==> src/rtl/fifo_uart_tx_drain_pkg.sv <==
// Shared types and constants for the FIFO-draining UART transmitter.
package fifo_uart_tx_drain_pkg;

  typedef enum logic [2:0] {
    ST_IDLE    = 3'd0,
    ST_WAIT_DV = 3'd1,
    ST_START   = 3'd2,
    ST_DATA    = 3'd3,
    ST_STOP    = 3'd4,
    ST_DONE    = 3'd5
  } state_t;

  localparam logic UART_START_LVL = 1'b0;
  localparam logic UART_STOP_LVL  = 1'b1;
  localparam logic UART_IDLE_LVL  = 1'b1;
  localparam int   DATA_BITS      = 8;

  function automatic int max_int(input int a, input int b);
    return (a > b) ? a : b;
  endfunction

endpackage

==> src/rtl/fifo_uart_tx_drain_timer.sv <==
// Loadable down-counter; o_Expire is high while the count sits at zero.
module uart_bit_timer
  import fifo_uart_tx_drain_pkg::*;
#(
  parameter int W = 8
) (
  input  logic         i_Clk,
  input  logic         i_Rst,
  input  logic         i_Load,
  input  logic [W-1:0] i_Load_Val,
  output logic         o_Expire
);

  logic [W-1:0] r_Count;

  always_ff @(posedge i_Clk) begin
    if (i_Rst) begin
      r_Count <= '0;
    end else if (i_Load) begin
      r_Count <= i_Load_Val;
    end else if (r_Count != '0) begin
      r_Count <= r_Count - 1'b1;
    end
  end

  assign o_Expire = (r_Count == '0);

endmodule

==> src/rtl/fifo_uart_tx_drain.sv <==
// Pops bytes from a synchronous FIFO one at a time and sends each as an
// 8N1 (or 8N2) UART frame, LSB first.
module fifo_uart_tx_drain
  import fifo_uart_tx_drain_pkg::*;
#(
  parameter int CLKS_PER_BIT = 217,
  parameter int STOP_BITS    = 1,
  parameter int RD_TIMEOUT   = 4
) (
  input  logic        i_Clk,
  input  logic        i_Rst,
  input  logic        i_Enable,
  input  logic        i_Empty,
  output logic        o_Rd_En,
  input  logic        i_Rd_DV,
  input  logic [7:0]  i_Rd_Data,
  output logic        o_Tx_Serial,
  output logic        o_Busy,
  output logic        o_Tx_Done,
  output logic        o_Rd_Err,
  output logic [15:0] o_Tx_Count,
  output logic [2:0]  o_Dbg_State
);

  // One timer serves both bit timing and the read timeout, so it is sized for the larger.
  localparam int TMR_W = max_int($clog2(STOP_BITS * CLKS_PER_BIT), $clog2(RD_TIMEOUT));
  localparam logic [TMR_W-1:0] BIT_LOAD  = TMR_W'(CLKS_PER_BIT - 1);
  localparam logic [TMR_W-1:0] STOP_LOAD = TMR_W'(STOP_BITS * CLKS_PER_BIT - 1);
  localparam logic [TMR_W-1:0] TMO_LOAD  = TMR_W'(RD_TIMEOUT - 1);
  localparam logic [2:0]       LAST_BIT  = 3'(DATA_BITS - 1);

  state_t             r_State;
  state_t             w_Next;
  logic               w_Fetch;
  logic               w_Load;
  logic [TMR_W-1:0]   w_Load_Val;
  logic               w_Expire;
  logic               w_Tx_Next;
  logic [7:0]         r_Shift;
  logic [2:0]         r_Bit_Idx;
  logic               r_Rd_En;
  logic               r_Rd_Err;
  logic               r_Tx;
  logic [15:0]        r_Tx_Count;

  // Read handshake: o_Rd_En pulses for one clock to pop; the FIFO answers with
  // i_Rd_DV and i_Rd_Data some clocks later, and only the first DV seen in
  // WAIT_DV is accepted. No new pop is issued until the frame has finished.
  assign w_Fetch = (r_State == ST_IDLE) && i_Enable && !i_Empty;

  uart_bit_timer #(.W(TMR_W)) u_timer (
    .i_Clk      (i_Clk),
    .i_Rst      (i_Rst),
    .i_Load     (w_Load),
    .i_Load_Val (w_Load_Val),
    .o_Expire   (w_Expire)
  );

  always_ff @(posedge i_Clk) begin
    if (i_Rst) r_State <= ST_IDLE;
    else       r_State <= w_Next;
  end

  always_comb begin
    w_Next = r_State;
    case (r_State)
      ST_IDLE:    if (w_Fetch) w_Next = ST_WAIT_DV;
      ST_WAIT_DV: begin
        if (i_Rd_DV)       w_Next = ST_START;
        else if (w_Expire) w_Next = ST_IDLE;
      end
      ST_START:   if (w_Expire) w_Next = ST_DATA;
      ST_DATA:    if (w_Expire && (r_Bit_Idx == LAST_BIT)) w_Next = ST_STOP;
      ST_STOP:    if (w_Expire) w_Next = ST_DONE;
      ST_DONE:    w_Next = ST_IDLE;
      default:    w_Next = ST_IDLE;
    endcase
  end

  always_comb begin
    w_Load     = 1'b0;
    w_Load_Val = BIT_LOAD;
    case (r_State)
      ST_IDLE: if (w_Fetch) begin
        w_Load     = 1'b1;
        w_Load_Val = TMO_LOAD;
      end
      ST_WAIT_DV: if (i_Rd_DV) w_Load = 1'b1;
      ST_START:   if (w_Expire) w_Load = 1'b1;
      ST_DATA: if (w_Expire) begin
        w_Load     = 1'b1;
        w_Load_Val = (r_Bit_Idx == LAST_BIT) ? STOP_LOAD : BIT_LOAD;
      end
      default: w_Load = 1'b0;
    endcase

    // Line level for the coming state; a DATA->DATA step shows the next shifted bit.
    case (w_Next)
      ST_START: w_Tx_Next = UART_START_LVL;
      ST_DATA:  w_Tx_Next = ((r_State == ST_DATA) && w_Expire) ? r_Shift[1] : r_Shift[0];
      ST_STOP,
      ST_DONE:  w_Tx_Next = UART_STOP_LVL;
      default:  w_Tx_Next = UART_IDLE_LVL;
    endcase

    o_Busy      = (r_State != ST_IDLE);
    o_Tx_Done   = (r_State == ST_DONE);
    o_Dbg_State = r_State;
  end

  always_ff @(posedge i_Clk) begin
    if (i_Rst) begin
      r_Shift    <= '0;
      r_Bit_Idx  <= '0;
      r_Rd_En    <= 1'b0;
      r_Rd_Err   <= 1'b0;
      r_Tx       <= UART_IDLE_LVL;
      r_Tx_Count <= '0;
    end else begin
      r_Rd_En  <= w_Fetch;
      r_Rd_Err <= (r_State == ST_WAIT_DV) && !i_Rd_DV && w_Expire;
      r_Tx     <= w_Tx_Next;
      if ((r_State == ST_WAIT_DV) && i_Rd_DV) begin
        r_Shift   <= i_Rd_Data;
        r_Bit_Idx <= '0;
      end else if ((r_State == ST_DATA) && w_Expire) begin
        r_Shift   <= {1'b0, r_Shift[7:1]};
        r_Bit_Idx <= r_Bit_Idx + 3'd1;
      end
      if ((r_State == ST_STOP) && w_Expire) r_Tx_Count <= r_Tx_Count + 16'd1;
    end
  end

  assign o_Rd_En     = r_Rd_En;
  assign o_Rd_Err    = r_Rd_Err;
  assign o_Tx_Serial = r_Tx;
  assign o_Tx_Count  = r_Tx_Count;

endmodule

==> config.mk <==
export PLATFORM = sky130hd
export DESIGN_NAME = fifo_uart_tx_drain
export DESIGN_NICKNAME = d
export VERILOG_FILES = /design/src/rtl/fifo_uart_tx_drain_pkg.sv /design/src/rtl/fifo_uart_tx_drain_timer.sv /design/src/rtl/fifo_uart_tx_drain.sv
export SDC_FILE = /design/constraint.sdc
export NUM_CORES = 1
export LEC_CHECK = 0
export CORE_MARGIN = 2
export CORE_UTILIZATION = 45
export DETAILED_ROUTE_END_ITERATION = 10
export PLACE_DENSITY = 0.71
export SLEW_MARGIN = 5
export SYNTH_ARGS = -nofsm -noshare
export SYNTH_HDL_FRONTEND = slang
export SYNTH_SLANG_ARGS = --single-unit
==> constraint.sdc <==
create_clock -name i_Clk -period 2.9 [get_ports i_Clk]
set_clock_uncertainty 0.1 [all_clocks]
set_input_delay 0.58 -clock i_Clk [delete_from_list [all_inputs] [get_ports i_Clk]]
set_output_delay 0.58 -clock i_Clk [all_outputs]
set_load 0.01 [all_outputs]
==> results.cfg <==
[run_status]
status = complete, no violations

[placed_design]
place.port_buffers = 36
postPlaceCellArea_sq_mm = 0.00232
hpwl_microns = 2870
placed_cells = 303
gp_congestion = 0.792

[detailed_routing]
drcViolationCount = 0
vias = 1690
wl_met1_microns = 2090
avgRoutedWirePerCell_microns = 13.8
routed_wirelength_microns = 4270
drtIter0Drc = 104
ant_nets = 0
route.met3.wl_microns = 172
met2WireLength_microns = 1910
avgViaCountPerCell = 5.47
top_layer = met4
drtPass1Iterations = 4

[job]
cap_violations = 0

[pwr]
power_density_mw_per_mm2 = 617
p_int_uw = 986
power_switching_uw = 492
seqPwrFrac = 0.458
swShare = 0.333
p_leak_uw = 0.000801
p_clk_frac = 0.232
power_frac_comb = 0.310
vdd_ir_drop_max_mv = 0.277

[floorplanning]
rows = 23
core_sq_mm = 0.00406
start_util = 0.473
io_pins = 37
die_h_microns = 69.3
dieArea_sq_mm = 0.00481
die_w_microns = 69.3

[yosys]
synth.distinct_cells = 45
async_reset_ff_frac = 0
synth_top_area_share = 0.427
ys_warn_count = 0
synth_cells = 225
synth_edf_count = 0
yosys.area.top_type = dfxtp_1
synth_fp_nets = 242
ys_dominant_reg_cell = dfxtp_1
yosysMostFrequentCell = dfxtp_1
ys_ff_latch = 41
yosys-top-cells-count = dfxtp_1, nand2_1, nor2_1, a21oi_1, xnor2_1
netlist_area_sq_mm = 0.00192
synthTopCellsByArea = dfxtp_1, xnor2_1, nand2_1, nor2_1, a21oi_1
ys_seq_area_frac = 0.427
avgSynthCellArea_sq_um = 8.54

[cts]
cts_root_buf = clkbuf_8
ctsResizeCount = 0
cts.path.max_buffers = 2
tritoncts = done
clock_latency_ns = 0.29
h-tree-depth = 2
cts_made_buffers = 5
clk_pin_slew_ns = 0.07
clkSinkCount = 41
hold_buffers = 0
post_cts.repair.setup_buffers = 0

[sta]
drv_slew = 0
hold_viol = 0
worst_pin_slew_ns = 0.703
fmax_mhz = 427
whs_ns = 0.365
rsz0062_at_grt = false
max_slew_margin = 0.530
fin_tns_setup_ns = 0
period_needed_ns = 2.34
setup_violations = 0
final.period_utilization = 0.808

[layout]
area_growth_pct = 24.7
stdcell_count = 309
multi_input_comb_area_sq_mm = 0.00103
layout-drive-gt1-share = 0.0695
fill_cells = 375
antenna_cells = 0
nets = 277
final_area_sq_mm = 0.00239
regArea_sq_um = 821

[setup_path]
crit_path_max_incr_delay_ns = 0.50
end_kind = output pin
critPathTopFamily = buffers and inverters
cp_cell_sequence = or3_1 > clkdlybuf4s50_1
crit_type = reg2out
crit_arrival_ns = 1.66
r2r_slack_ns = 0.66
critPathMaxFanout = 13
setup.worst_path.start_class = register
crit_required_ns = 2.22
critPathSlowestCell = clkdlybuf4s50_1
crit_buf_inv = 1

[grt]
antenna_found_initial = 0
grt_start_max_net_pins = 37
grt_use_total = 0.188
gr-total-overflow = 0
first_global_vias = 1577
grt_pass1_wl_microns = 7450

[worst_hold_path]
holdCritPathClass = reg2reg
metrics by stage:
| stage | power, uW | util | setup slack [ns] |
|---|---|---|---|
| final | 1480 | 0.590 | 0.556 |
| after global routing | 1570 | 0.590 | 0.484 |
| after CTS | 1490 | 0.590 | 0.553 |
| after detailed placement | 1140 | 0.572 | 0.632 |
| after global placement | 1130 | 0.572 | 0.620 |
| after floorplan | 1040 | - | 0.944 |
power by group through the flow:
stage | clock [uW] | sequential (uW) | combinational (uW)
after floorplan | 0 | 668 | 370
after detailed placement | 0 | 687 | 451
final | 343 | 677 | 458
after CTS | 354 | 676 | 455
after global routing | 378 | 686 | 511
after global placement | 0 | 682 | 452
registers in the layout, indices dropped and copies added, names as in the netlist:
name / cells
r_Bit_Idx: 3
o_Rd_En: 1
o_Tx_Serial: 1
o_Dbg_State: 3
u_timer.r_Count: 8
r_Shift: 8
o_Rd_Err: 1
o_Tx_Count: 16
placed cells by master, fill, tap and decap left out, types with 3 or more instances in the layout:
cell type,synthesis,layout
inv_1,5,5
nor2_1,25,25
nor4_1,4,4
nand3_1,7,7
xnor2_1,15,15
clkbuf_8,0,5
or3_1,4,4
a21oi_1,15,15
a311oi_1,6,6
nor3_1,11,11
o21ai_0,5,5
nor3b_1,6,6
dfxtp_1,41,41
clkdlybuf4s50_1,0,36
ha_1,4,4
nand2_1,30,30
xor2_1,3,3
nand2b_1,3,3
cell families (layout without fill, tap and decap cells):
family,Yosys count,in the layout,synth area share
AOI/OAI and AO/OA,36,36,0.120
xor gates and xnor gates,18,18,0.0821
adders and majority gates,4,4,0.0261
buffers and inverters,15,49,0.0358
DFF,41,41,0.427
muxes,1,1,0.00521
and+or+nand+nor,110,110,0.304
final cells by class:
type                            instances  area share
Inverter                                5     0.00784
Timing Repair Buffer                   38       0.162
Clock buffer                            5      0.0287
Tap cell                               50      0.0261
Multi-Input combinational cell        169       0.431
Sequential cell                        41       0.343
Clock inverter                          1     0.00209
routing by layer:
layer  vias to the layer above  global-route usage
met5                         -                   0
met4                         0              0.0654
met3                        10              0.0494
met2                        44               0.283
met1                       776               0.258
li1                        860                   -
path summary, 6_finish.rpt:
| kind | from | to | cells past startpoint |
|---|---|---|---|
| setup / recovery | o_Dbg_State[2]$_SDFF_PP0_ | o_Busy | 2 |
| hold / removal | r_Bit_Idx[2]$_SDFFE_PP0P_ | r_Bit_Idx[2]$_SDFFE_PP0P_ | 2 |
| setup reg to reg | u_timer.r_Count[0]$_SDFFE_PP0P_ | o_Tx_Serial$_SDFF_PP1_ | 7 |
| hold reg to reg | r_Bit_Idx[2]$_SDFFE_PP0P_ | r_Bit_Idx[2]$_SDFFE_PP0P_ | 2 |
tightest hold or removal path, delay by kind of cell (launching register included):
family,cells,cell delay [ns]
AOI/OAI and AO/OA,1,0.05
DFF,1,0.32
and+or+nand+nor,1,0.05
(Power assumes the default switching activity.)
